## src/rtl/ff256_ct_seq_arbiter_pkg.sv

```systemverilog
// Shared types and constants for the FF(256) cosine-transform engine arbiter.
package ff256_ct_seq_arb_pkg;

  typedef enum logic [2:0] {
    ARB_IDLE  = 3'd0,
    ARB_LOAD  = 3'd1,
    ARB_RUN   = 3'd2,
    ARB_RESP  = 3'd3,
    ARB_DRAIN = 3'd4
  } arb_state_t;

  localparam int ARB_WDOG_W = 8;
  localparam int ARB_DATA_W = 64;

  // Round-robin successor of idx for n requesters, wrapping to 0.
  function automatic int rr_wrap_inc(input int idx, input int n);
    if (idx + 1 >= n) begin
      return 0;
    end else begin
      return idx + 1;
    end
  endfunction

endpackage

```

## src/rtl/ff256_ct_seq_arbiter_rr.sv

```systemverilog
// Combinational round-robin pick: first valid requester at or after rr_ptr, wrapping.
module ff256_rr_arbiter #(
  parameter int NUM_REQ = 4,
  parameter int ID_W    = 2
) (
  input  logic [NUM_REQ-1:0] req_valid,
  input  logic [ID_W-1:0]    rr_ptr,
  output logic [NUM_REQ-1:0] grant_oh,
  output logic [ID_W-1:0]    grant_idx,
  output logic               grant_vld
);

  // Scan requesters in priority order starting from the pointer.
  always_comb begin
    logic [ID_W-1:0] k;
    grant_oh  = '0;
    grant_idx = '0;
    grant_vld = 1'b0;
    k         = '0;
    for (int i = 0; i < NUM_REQ; i++) begin
      k = ID_W'((int'(rr_ptr) + i) % NUM_REQ);
      if (!grant_vld && req_valid[k]) begin
        grant_vld   = 1'b1;
        grant_oh[k] = 1'b1;
        grant_idx   = k;
      end else begin
        grant_vld = grant_vld;
      end
    end
  end

endmodule

```

## src/rtl/ff256_ct_seq_arbiter.sv

```systemverilog
// Shares one sequential FF(256) cosine-transform engine between NUM_REQ requesters,
// with round-robin grant, result tagging and a RUN-state watchdog.
module ff256_ct_seq_arbiter
  import ff256_ct_seq_arb_pkg::*;
#(
  parameter int NUM_REQ = 4,
  parameter int ID_W    = $clog2(NUM_REQ),
  parameter int TIMEOUT = 64
) (
  input  logic                    clk,
  input  logic                    reset,
  input  logic [NUM_REQ-1:0]      req_valid,
  input  logic [NUM_REQ*64-1:0]   req_x,
  output logic [NUM_REQ-1:0]      req_ready,
  output logic                    rsp_valid,
  input  logic                    rsp_ready,
  output logic [ID_W-1:0]         rsp_id,
  output logic [ARB_DATA_W-1:0]   rsp_x,
  output logic                    rsp_err,
  output logic [ARB_DATA_W-1:0]   eng_x_in,
  output logic                    eng_start,
  input  logic                    eng_done,
  input  logic [ARB_DATA_W-1:0]   eng_x_out,
  output logic                    busy
);

  localparam logic [ARB_WDOG_W-1:0] WDOG_LAST = ARB_WDOG_W'(TIMEOUT - 1);

  arb_state_t                state_q, state_d;
  logic [ID_W-1:0]           rr_ptr_q, rr_ptr_d;
  logic [ARB_WDOG_W-1:0]     wdog_q, wdog_d;
  logic [ARB_DATA_W-1:0]     eng_x_q, eng_x_d;
  logic [ID_W-1:0]           id_q, id_d;
  logic [ARB_DATA_W-1:0]     rsp_x_q, rsp_x_d;
  logic                      rsp_err_q, rsp_err_d;
  logic [NUM_REQ-1:0]        req_ready_q, req_ready_d;
  logic                      eng_start_q, eng_start_d;
  logic                      rsp_valid_q, rsp_valid_d;
  logic                      busy_q, busy_d;

  logic [NUM_REQ-1:0]        grant_oh;
  logic [ID_W-1:0]           grant_idx;
  logic                      grant_vld;
  logic [ARB_DATA_W-1:0]     req_x_s [NUM_REQ];

  for (genvar gi = 0; gi < NUM_REQ; gi++) begin : g_slice
    assign req_x_s[gi] = req_x[64*gi +: 64];
  end

  ff256_rr_arbiter #(.NUM_REQ(NUM_REQ), .ID_W(ID_W)) u_rr (
    .req_valid (req_valid),
    .rr_ptr    (rr_ptr_q),
    .grant_oh  (grant_oh),
    .grant_idx (grant_idx),
    .grant_vld (grant_vld)
  );

  // State register.
  always_ff @(posedge clk or negedge reset) begin
    if (!reset) begin
      state_q <= ARB_IDLE;
    end else begin
      state_q <= state_d;
    end
  end

  // Next-state logic; grants are only considered in IDLE, so a pending result stalls everyone.
  always_comb begin
    state_d = state_q;
    case (state_q)
      ARB_IDLE:  if (grant_vld) state_d = ARB_LOAD; else state_d = ARB_IDLE;
      ARB_LOAD:  state_d = ARB_RUN;
      ARB_RUN:   if (eng_done || (wdog_q == WDOG_LAST)) state_d = ARB_RESP; else state_d = ARB_RUN;
      ARB_RESP:  if (rsp_ready) state_d = ARB_DRAIN; else state_d = ARB_RESP;
      ARB_DRAIN: if (!eng_done) state_d = ARB_IDLE; else state_d = ARB_DRAIN;
      default:   state_d = ARB_IDLE;
    endcase
  end

  // Datapath and output next values; outputs are decoded from state_d so they line up with state_q.
  always_comb begin
    rr_ptr_d    = rr_ptr_q;
    wdog_d      = wdog_q;
    eng_x_d     = eng_x_q;
    id_d        = id_q;
    rsp_x_d     = rsp_x_q;
    rsp_err_d   = rsp_err_q;
    req_ready_d = '0;
    case (state_q)
      ARB_IDLE: begin
        if (grant_vld) begin
          eng_x_d     = req_x_s[grant_idx];
          id_d        = grant_idx;
          rr_ptr_d    = ID_W'(rr_wrap_inc(int'(grant_idx), NUM_REQ));
          req_ready_d = grant_oh;
        end else begin
          req_ready_d = '0;
        end
      end
      ARB_LOAD: wdog_d = '0;
      ARB_RUN: begin
        wdog_d = wdog_q + ARB_WDOG_W'(1);
        // Done takes priority over a watchdog expiry in the same cycle.
        if (eng_done) begin
          rsp_x_d   = eng_x_out;
          rsp_err_d = 1'b0;
        end else if (wdog_q == WDOG_LAST) begin
          rsp_x_d   = '0;
          rsp_err_d = 1'b1;
        end else begin
          rsp_err_d = rsp_err_q;
        end
      end
      default: wdog_d = wdog_q;
    endcase
    eng_start_d = (state_d == ARB_RUN);
    rsp_valid_d = (state_d == ARB_RESP);
    busy_d      = (state_d != ARB_IDLE);
  end

  // Datapath and registered outputs.
  always_ff @(posedge clk or negedge reset) begin
    if (!reset) begin
      rr_ptr_q    <= '0;
      wdog_q      <= '0;
      eng_x_q     <= '0;
      id_q        <= '0;
      rsp_x_q     <= '0;
      rsp_err_q   <= 1'b0;
      req_ready_q <= '0;
      eng_start_q <= 1'b0;
      rsp_valid_q <= 1'b0;
      busy_q      <= 1'b0;
    end else begin
      rr_ptr_q    <= rr_ptr_d;
      wdog_q      <= wdog_d;
      eng_x_q     <= eng_x_d;
      id_q        <= id_d;
      rsp_x_q     <= rsp_x_d;
      rsp_err_q   <= rsp_err_d;
      req_ready_q <= req_ready_d;
      eng_start_q <= eng_start_d;
      rsp_valid_q <= rsp_valid_d;
      busy_q      <= busy_d;
    end
  end

  assign req_ready = req_ready_q;
  assign rsp_valid = rsp_valid_q;
  assign rsp_id    = id_q;
  assign rsp_x     = rsp_x_q;
  assign rsp_err   = rsp_err_q;
  assign eng_x_in  = eng_x_q;
  assign eng_start = eng_start_q;
  assign busy      = busy_q;

endmodule

```

## config.mk

```make
export PLATFORM = sky130hd
export DESIGN_NAME = ff256_ct_seq_arbiter
export DESIGN_NICKNAME = d
export VERILOG_FILES = /design/src/rtl/ff256_ct_seq_arbiter_pkg.sv /design/src/rtl/ff256_ct_seq_arbiter_rr.sv /design/src/rtl/ff256_ct_seq_arbiter.sv
export SDC_FILE = /design/constraint.sdc
export NUM_CORES = 1
export LEC_CHECK = 0
export ABC_AREA = 1
export CAP_MARGIN = 15
export CORE_MARGIN = 4
export CORE_UTILIZATION = 30
export CTS_CLUSTER_DIAMETER = 80
export CTS_CLUSTER_SIZE = 30
export DETAILED_ROUTE_END_ITERATION = 8
export HOLD_SLACK_MARGIN = 0.12
export PLACE_DENSITY = 0.65
export RECOVER_POWER = 25
export SETUP_SLACK_MARGIN = 0.4
export SLEW_MARGIN = 20
export SYNTH_ARGS = -nofsm -noshare
export SYNTH_HDL_FRONTEND = slang
export SYNTH_SLANG_ARGS = --single-unit
```

## constraint.sdc

```tcl
create_clock -name clk -period 2.2 [get_ports clk]
set_input_delay 0.66 -clock clk [delete_from_list [all_inputs] [get_ports clk]]
set_output_delay 0.66 -clock clk [all_outputs]
set_load 0.01 [all_outputs]
```

==> results of run 1 <==
## flip-flops by register name, indices dropped and copies added (netlist names), 2 cells and up
signal and cells:
rsp_id 2, req_ready 4, rr_ptr_q 2, eng_x_in 64, state_q 3, wdog_q 8
rsp_x 64
## synth_stat cells (all sizes together)
library cell	n
nand4	3
o21a	1
o21ai	6
clkbuf	20
nor3	4
xnor2	1
nor2	20
dfrtp	151
a32o	1
nand3b	2
ha	8
o2111ai	1
buf	66
a21oi	7
nand2	442
o22ai	2
o32ai	2
a21o	1
a22oi	1
nand3	278
inv	288
a22o	64
## kinds of logic (layout without fill, tap and decap cells)
| logic type | count (synthesis) | count (layout) | share of synthesized area, % |
|---|---|---|---|
| adders and majority gates | 8 | 8 | 1.066 |
| DFF | 151 | 151 | 40.26 |
| buffers and inverters | 374 | 913 | 16.62 |
| and+or+nand+nor | 749 | 749 | 34.50 |
| other | 0 | 2 | 0 |
| AOI/OAI and AO/OA | 86 | 86 | 7.465 |
| xor gates and xnor gates | 1 | 1 | 0.09333 |
## worst min-delay path by stage
stage / end / depth (start not counted)
after global placement: eng_x_in[30] / 2
final: eng_x_in[2] / 2
after floorplan: busy / 0
after global routing: eng_x_in[50] / 2
after CTS: eng_x_in[2] / 2
after detailed placement: eng_x_in[2] / 2
## per-stage QoR
| step | setup WS (ns) | cell area (um2) | power (W) |
|---|---|---|---|
| floorplan | 0.03953 | 9525 | 0.01590 |
| global placement | -0.5274 | 14820 | 0.02235 |
| detailed placement | -0.5616 | 14820 | 0.02254 |
| CTS | -0.01495 | 16320 | 0.02937 |
| global route | -0.1964 | 17650 | 0.03518 |
| finish | -0.08243 | 17650 | 0.03301 |
## what timing repair did
item	4_1_cts	5_1_grt
endpoints found under the hold margin	16	0
hold buffers	1	0
endpoints found under the setup margin	278	239
cloned	13	26
pin swaps	24	85
gates resized for setup	186	252
buffers inserted	26	6
## area by class of cell
| cell class | instances | area, um2 | area share, % |
|---|---|---|---|
| inverters | 288 | 1111 | 6.294 |
| clock buffers | 18 | 429.2 | 2.431 |
| clock inverters | 14 | 156.4 | 0.8860 |
| flip-flops and latches | 151 | 3779 | 21.41 |
| multi-input cells | 844 | 4763 | 26.98 |
| repair buffers | 593 | 6913 | 39.16 |
| diodes | 2 | 5.005 | 0.02835 |
| well taps | 396 | 495.5 | 2.807 |
## worst min-delay path: cells and delay by family (launching register included)
| kind | cells | cell delay (ns) |
|---|---|---|
| flip-flops | 1 | 0.34 |
| AND/OR/NAND/NOR | 2 | 0.11 |
## metal layers
| metal | up-vias | wire (um) |
|---|---|---|
| met5 | - | 13 |
| met4 | 2 | 1011 |
| met3 | 70 | 3108 |
| met2 | 505 | 21780 |
| met1 | 5387 | 18220 |
| li1 | 5295 | - |
## power breakdown
group	total (W)	leakage, nW	switching, W	internal, W
registers	0.00487	1.89	0.000759	0.00411
clock network	0.00301	0.281	0.00139	0.00161
logic	0.0251	8.05	0.0132	0.0119
==> out/qor.txt, run 1 <==
==============================================================================
Total detailed-routing wirelength                                     44.14 mm
Max Clock Skew                                                      0.01548 ns
Synth Register Bits                                                        151
Cell breakdown of the critical path                               inv_4 -> ha_4 -> inv_4 -> nand3_2 -> nand2_2 -> a21oi_2 -> nand2_2 -> nand2_4 -> nand2_8 -> buf_12 -> buf_12 -> buf_16 -> nand2_2 -> nand3_1 -> nand2_2 -> nand2_1 -> nand2_1
Share of the core filled with cells                                     57.41%
H-tree level count                                                           4
Critical path endpoint category                                      flip-flop
Startpoint of the most critical setup path                         rr_ptr_q[0]
Maximum ir drop on the vdd rail                                       1.126 mV
Number of top-level pins                                                   466
Worst endpoint required time                                           2.57 ns
Worst-Margin Slew                                                     1.356 ns
Hold WS                                                              0.4699 ns
Number of max-cap violations                                                 0
Fin worst setup slack                                              -0.08243 ns
Largest net degree at the start of global routing                           66
Antenna-violating nets left                                                  0
Die boundary height                                                   184.9 um
Worst EP arrival                                                       2.65 ns
Slew Limit Fails                                                             0
Number of non-filler instances in the completed layout                    2306
Violated checks                                                   setup timing
Result of the run                                                 finished, violations left
Initial antenna violation count                                              2
Min Clock Period, post-route                                          2.282 ns
Dominant cells by area after synthesis                            sky130_fd_sc_hd__dfrtp_1 40%, sky130_fd_sc_hd__nand2_1 17%, sky130_fd_sc_hd__nand3_1 15%
Total GRT Usage                                                         22.47%
Root cell of the clock tree                                       sky130_fd_sc_hd__clkbuf_16
Cell area after synthesis                                             9387 um2
Leakage component of the power                                        10.22 nW
Pre-antenna DRT Iters                                                        6
Number of different library cells in the post-synthesis netlist             33
Width of the chip                                                     184.9 um
Sequential-to-total area share from yosys stat                          40.26%
Global-route wire length before repair                                60.32 mm
Buffer and inverter count on the worst path                                  5
Most common cell after layout, fill and taps aside                sky130_fd_sc_hd__nand2_1
Hold violation total from the final report                                   0
Overall die area                                                     34180 um2
Number of sinks driven by the clock tree                                   151
Instance count of the mapped netlist                                      1369
Clock Pin Slew Worst Setup and Hold Paths                              0.07 ns
Final worst path period share                                           103.7%
Net Count, Synth                                                          1705
Count of synthesis-stage warnings from yosys                                 0
Number of buffers added on ports                                           465
Setup_tns                                                            -2.062 ns
Post-layout nets                                                          2231
Area delta synth->final                                                 88.06%
Initial core utilization                                                30.53%
Worst hold path startpoint                                         eng_x_in[2]
Drt drc                                                                      0
Remaining global-route overflow                                              0
Final routed wire length divided by cell count                        19.14 um
Core footprint                                                       30750 um2
Routed via count                                                         11259
Critical Path Max Stage Delay                                          0.41 ns
Commonest cells after routing, fill and taps aside                368 x sky130_fd_sc_hd__nand2_1, 322 x sky130_fd_sc_hd__clkdlybuf4s50_1, 276 x sky130_fd_sc_hd__inv_1
# placed instances                                                        2200
Count of final setup violators                                              60
Global routing usage on met2                                            38.11%
Max frequency                                                        438.1 MHz
Global-route track usage on met3                                        3.849%
RePlAce Congestion                                                      0.8926
Cell seen most often among critical-path stages                   sky130_fd_sc_hd__nand2_2
Number of buffers created by CTS                                            17
Reg2reg end                                                       eng_x_in[62]
CTS tree                                                                   yes
Power Density                                                      1870 nW/um2
Fraction of layout instances using a drive strength above 1             18.19%
Avg Cell Area, Syn                                                   6.856 um2
Core Rows                                                                   64
Cell type with the highest aggregate area in the netlist          sky130_fd_sc_hd__dfrtp_1
Launching element type of the critical path                          flip-flop
End of the critical path                                          eng_x_in[62]
Initial DRC Count                                                          780
Final HPWL from detailed placement                                    28.14 mm
Max Buffers Root-to-Sink                                                     2
Logic depth of the worst register-to-register path                          17
Reg-to-Reg Start                                                   rr_ptr_q[0]
Family with the most delay on the worst path                      simple AND/OR/NAND/NOR gates
Worst-path cell with the longest stage delay                      sky130_fd_sc_hd__dfrtp_1
Unrepaired setup endpoints after global routing                            yes
Vias in the first global route                                           10808
Share of Yosys cell area claimed by the top area cell type              40.26%
Crit Path Class                                                   flip-flop to flip-flop
Insertion delay to the later sink of the worst-skew pair               0.44 ns
Class of the tightest hold or removal check                       flip-flop to flip-flop
Fraction of met1 tracks used by global routing                          29.64%
Register-to-register setup slack                                      -0.08 ns
Logic depth of the worst path, buffers included                             17
Relative max-transition margin                                          9.569%
Largest driver fanout on the critical path                                   7
Number of filler cells placed in the layout                               2781
Most heavily used metal layer in global routing                           met2
Per-cell via count in the routed design                                  4.882
==============================================================================
Power figures use the tool's default switching activity.
==> run 2: changes to the inputs <==
--- a/config.mk
+++ b/config.mk
@@ -5,15 +5,13 @@
 export SDC_FILE = /design/constraint.sdc
 export NUM_CORES = 1
 export LEC_CHECK = 0
-export ABC_AREA = 1
 export CAP_MARGIN = 15
-export CORE_MARGIN = 4
-export CORE_UTILIZATION = 30
+export CORE_AREA = 4 4 180 182
 export CTS_CLUSTER_DIAMETER = 80
 export CTS_CLUSTER_SIZE = 30
 export DETAILED_ROUTE_END_ITERATION = 8
+export DIE_AREA = 0 0 184 186
 export HOLD_SLACK_MARGIN = 0.12
-export PLACE_DENSITY = 0.65
 export RECOVER_POWER = 25
 export SETUP_SLACK_MARGIN = 0.4
 export SLEW_MARGIN = 20
==> run 2 against run 1 <==
Compared with the run above:
- the flow still finishes with violations (setup timing)
- total power fell by 30%
- sequential cell count did not move
- design area fell by 8.1%
- global-route usage fell by 0.087 points
- critical path type unchanged
- largest cell class unchanged
==> out/qor.txt, run 2 <==
==============================================================================
Proportion of power drawn by the clock network                           13.0%   +3.9 points
Unrepaired setup endpoints after global routing                            yes
Dominant combinational cell family by area after synthesis        compound AO/OA/AOI/OAI gates
Routed via count                                                          9408   -16%
Largest driver fanout on the critical path                                   6   -1
Critical path endpoint category                                      flip-flop
Insertion delay to the later sink of the worst-skew pair               0.44 ns   about the same
Dominant cells by area after synthesis                            sky130_fd_sc_hd__dfrtp_1 44%, sky130_fd_sc_hd__a311o_1 7.4%, sky130_fd_sc_hd__a22o_1 6.6%
Overall die area                                                     34220 um2   +0.12%
Maximum ir drop on the vdd rail                                      0.6133 mV   -46%
FFs w/ async S/R, synth                                                 100.0%   unchanged
Width of the chip                                                       184 um   -0.48%
Total GRT Usage                                                         22.38%   -0.087 points
Root cell of the clock tree                                       sky130_fd_sc_hd__clkbuf_16
Total cell area at the placement stage                               14610 um2   -1.4%
Most instantiated cells after synthesis                           151 x sky130_fd_sc_hd__dfrtp_1, 79 x sky130_fd_sc_hd__o21ai_0, 75 x sky130_fd_sc_hd__clkbuf_1
Sequential-to-total area share from yosys stat                          43.75%   +3.5 points
Main flop type after synthesis                                    sky130_fd_sc_hd__dfrtp_1
Setup_tns                                                            -22.85 ns   -20.79 ns
Count of final setup violators                                              71   +18%
Global-route wire length before repair                                58.43 mm   -3.1%
Hold violation total from the final report                                   0   unchanged
Core footprint                                                       30590 um2   -0.52%
Drt drc                                                                      0   unchanged
Class of the tightest hold or removal check                       input port to asynchronous set/reset pin
CTS tree                                                                   yes
RePlAce Congestion                                                      0.8489   -4.9%
Launching element type of the critical path                          flip-flop
Reg2reg end                                                       eng_x_in[34]
Slew Limit Fails                                                             0   unchanged
Final HPWL from detailed placement                                    30.09 mm   +6.9%
Max Buffers Root-to-Sink                                                     2   unchanged
Internal power contribution                                          0.01363 W   -23%
Synth Register Bits                                                        151   unchanged
Xor/xnor share of the synthesized area                                 0.2028%   +0.11 points
Result of the run                                                 finished, violations left
Initial antenna violation count                                              1   -1
Number of sinks driven by the clock tree                                   151   unchanged
Instance count of the mapped netlist                                       806   -41%
Power Density                                                      1423 nW/um2   -24%
Core Rows                                                                   64   unchanged
Area delta synth->final                                                 87.75%
Count of synthesis-stage warnings from yosys                                 0   unchanged
H-tree level count                                                           4   unchanged
Switching share of power                                                40.94%   -5.5 points
Remaining global-route overflow                                              0   unchanged
Pre-antenna DRT Iters                                                        5   -1
Sequential power share                                                   20.8%   +6.0 points
Fin worst setup slack                                               -0.3752 ns   -0.2928 ns
Clock Pin Slew Worst Setup and Hold Paths                              0.07 ns   about the same
Largest net degree at the start of global routing                           65   -1.5%
Share of the synthesized area in compound gates (AO/OA/AOI/OAI)         27.47%   +20 points
Per-cell via count in the routed design                                  5.342   +9.4%
Number of enable flip-flop cells after synthesis                             0   unchanged
Max Clock Skew                                                      0.01501 ns   -0.0004658 ns
Logic depth of the worst register-to-register path                          10   -7
Most common cell in the synthesized netlist                       sky130_fd_sc_hd__dfrtp_1
Multiplexer area fraction after synthesis                               10.98%   +11 points
Number of buffers created by CTS                                            17   unchanged
Worst-Margin Slew                                                     1.125 ns   -0.2314 ns
Max frequency                                                        388.3 MHz   -11%
Simple-gate area share of the yosys netlist                             11.42%   -23 points
End of the critical path                                          eng_x_in[34]
Number of top-level pins                                                   466   unchanged
Relative max-transition margin                                          25.00%   +15 points
Cell area after synthesis                                             8637 um2   -8.0%
Share of the core filled with cells                                     53.01%   -4.4 points
Number of different library cells in the post-synthesis netlist             47   +42%
Post-layout nets                                                          1687   -24%
Final worst path period share                                           117.1%   +13 points
Net Count, Synth                                                          1142   -33%
Register-to-register setup slack                                      -0.38 ns   -0.29 ns
Initial DRC Count                                                          571   -27%
Number of buffers added on ports                                           465   unchanged
Fraction of layout instances using a drive strength above 1             22.51%   +4.3 points
Worst endpoint required time                                           2.52 ns   -0.05 ns
Vias in the first global route                                            9489   -12%
Min Clock Period, post-route                                          2.575 ns   +0.2928 ns
NetSw                                                               0.009448 W   -38%
Total detailed-routing wirelength                                     42.73 mm   -3.2%
Final routed wire length divided by cell count                        24.27 um   +27%
Leakage component of the power                                        6.807 nW   -33%
Share of Yosys cell area claimed by the top area cell type              43.75%   +3.5 points
Cell type with the highest aggregate area in the netlist          sky130_fd_sc_hd__dfrtp_1
Commonest cells after routing, fill and taps aside                322 x sky130_fd_sc_hd__clkdlybuf4s50_1, 149 x sky130_fd_sc_hd__dfrtp_1, 91 x sky130_fd_sc_hd__clkdlybuf4s15_1
Post-synthesis adder-cell area fraction                                 1.159%   +0.093 points
Number of max-cap violations                                                 0   unchanged
Summed area of non-filler cells in the final layout                  16220 um2   -8.1%
Most common cell after layout, fill and taps aside                sky130_fd_sc_hd__clkdlybuf4s50_1
Worst EP arrival                                                       2.89 ns   +0.24 ns
Crit Path Class                                                   flip-flop to flip-flop
Reg-to-Reg Start                                                   rr_ptr_q[0]
Startpoint of the most critical setup path                         rr_ptr_q[0]
Avg Cell Area, Syn                                                   10.72 um2   +56%
Comb pwr share                                                           66.2%   -9.9 points
Die boundary height                                                     186 um   +0.60%
Antenna-violating nets left                                                  0   unchanged
Violated checks                                                   setup timing
Initial core utilization                                                28.24%   -2.3 points
==============================================================================
[run 2: cells by family after synthesis]
group / Yosys count
muxes: 71
adders and majority gates: 8
DFF: 151
and+or+nand+nor: 177
xor gates and xnor gates: 2
buffers and inverters: 99
AOI/OAI and AO/OA: 298
[run 2: per-stage QoR]
| stage | instances | setup slack (ns) | hold WS [ns] | total power (W) |
|---|---|---|---|---|
| finish | 1761 | -0.3752 | 0.4338 | 0.02308 |
| global route | 1761 | -0.4454 | 0.4881 | 0.02437 |
| CTS | 1736 | -0.3917 | 0.1552 | 0.02163 |
| detailed placement | 1678 | -1.024 | 0.4790 | 0.01834 |
| global placement | 1678 | -0.9429 | 0.4829 | 0.01820 |
| floorplan | 806 | -0.5022 | 0.3644 | 0.01161 |
[run 2: worst min path at each step]
stage                 to  slack (ns)  cells past startpoint
2_1_floorplan       busy        0.36                      0
3_3_place_gp   rsp_id[0]        0.48                      2
3_5_place_dp   rsp_id[0]        0.48                      2
4_1_cts        rsp_x[39]        0.16                      1
5_1_grt        rsp_x[39]        0.49                      1
6_report       rsp_x[39]        0.43                      1
[run 2: power by group through the flow]
stage / combinational [W] / sequential [W] / clock (W)
final: 0.0153 / 0.00481 / 0.00300
after detailed placement: 0.0135 / 0.00483 / 0
after CTS: 0.0138 / 0.00479 / 0.00308
after floorplan: 0.00634 / 0.00526 / 0
after global placement: 0.0134 / 0.00484 / 0
after global routing: 0.0162 / 0.00495 / 0.00321
[run 2: what timing repair did]
item                                    CTS  global route
hold buffers                              0             0
gates cloned                              3            19
gates resized for setup                 248           121
buffers inserted                         23             5
endpoints found under the setup margin  274           203
pin swaps                                10            84
[run 2: critical path, stage by stage, from the launching register on]
cell	delay, ns
sky130_fd_sc_hd__dfrtp_1	0.43
sky130_fd_sc_hd__buf_6	0.15
sky130_fd_sc_hd__mux2_4	0.31
sky130_fd_sc_hd__o32ai_4	0.30
sky130_fd_sc_hd__buf_12	0.14
sky130_fd_sc_hd__nor2_4	0.03
sky130_fd_sc_hd__buf_12	0.15
sky130_fd_sc_hd__buf_12	0.13
sky130_fd_sc_hd__clkbuf_16	0.16
sky130_fd_sc_hd__mux2_4	0.30
sky130_fd_sc_hd__a311o_1	0.35
[run 2: layout make-up]
type | instances | area (um2)
flip-flops and latches | 151 | 3781
multi-input cells | 558 | 4857
inverters | 4 | 17.52
fillers | 2710 | 14370
diodes | 1 | 2.502
clock buffers | 19 | 432.9
repair buffers | 619 | 6492
well taps | 396 | 495.5
clock inverters | 13 | 136.4
[run 2: layer usage]
| layer | wire length, um | vias up | track usage [%] | part of all wire [%] |
|---|---|---|---|---|
| li1 | - | 4274 | - | - |
| met1 | 16240 | 4635 | 26.27 | 38 |
| met2 | 22020 | 446 | 39.84 | 52 |
| met3 | 3524 | 53 | 6.547 | 8.2 |
| met4 | 951 | 0 | 6.329 | 2.2 |
| met5 | 0 | - | 0 | 0 |
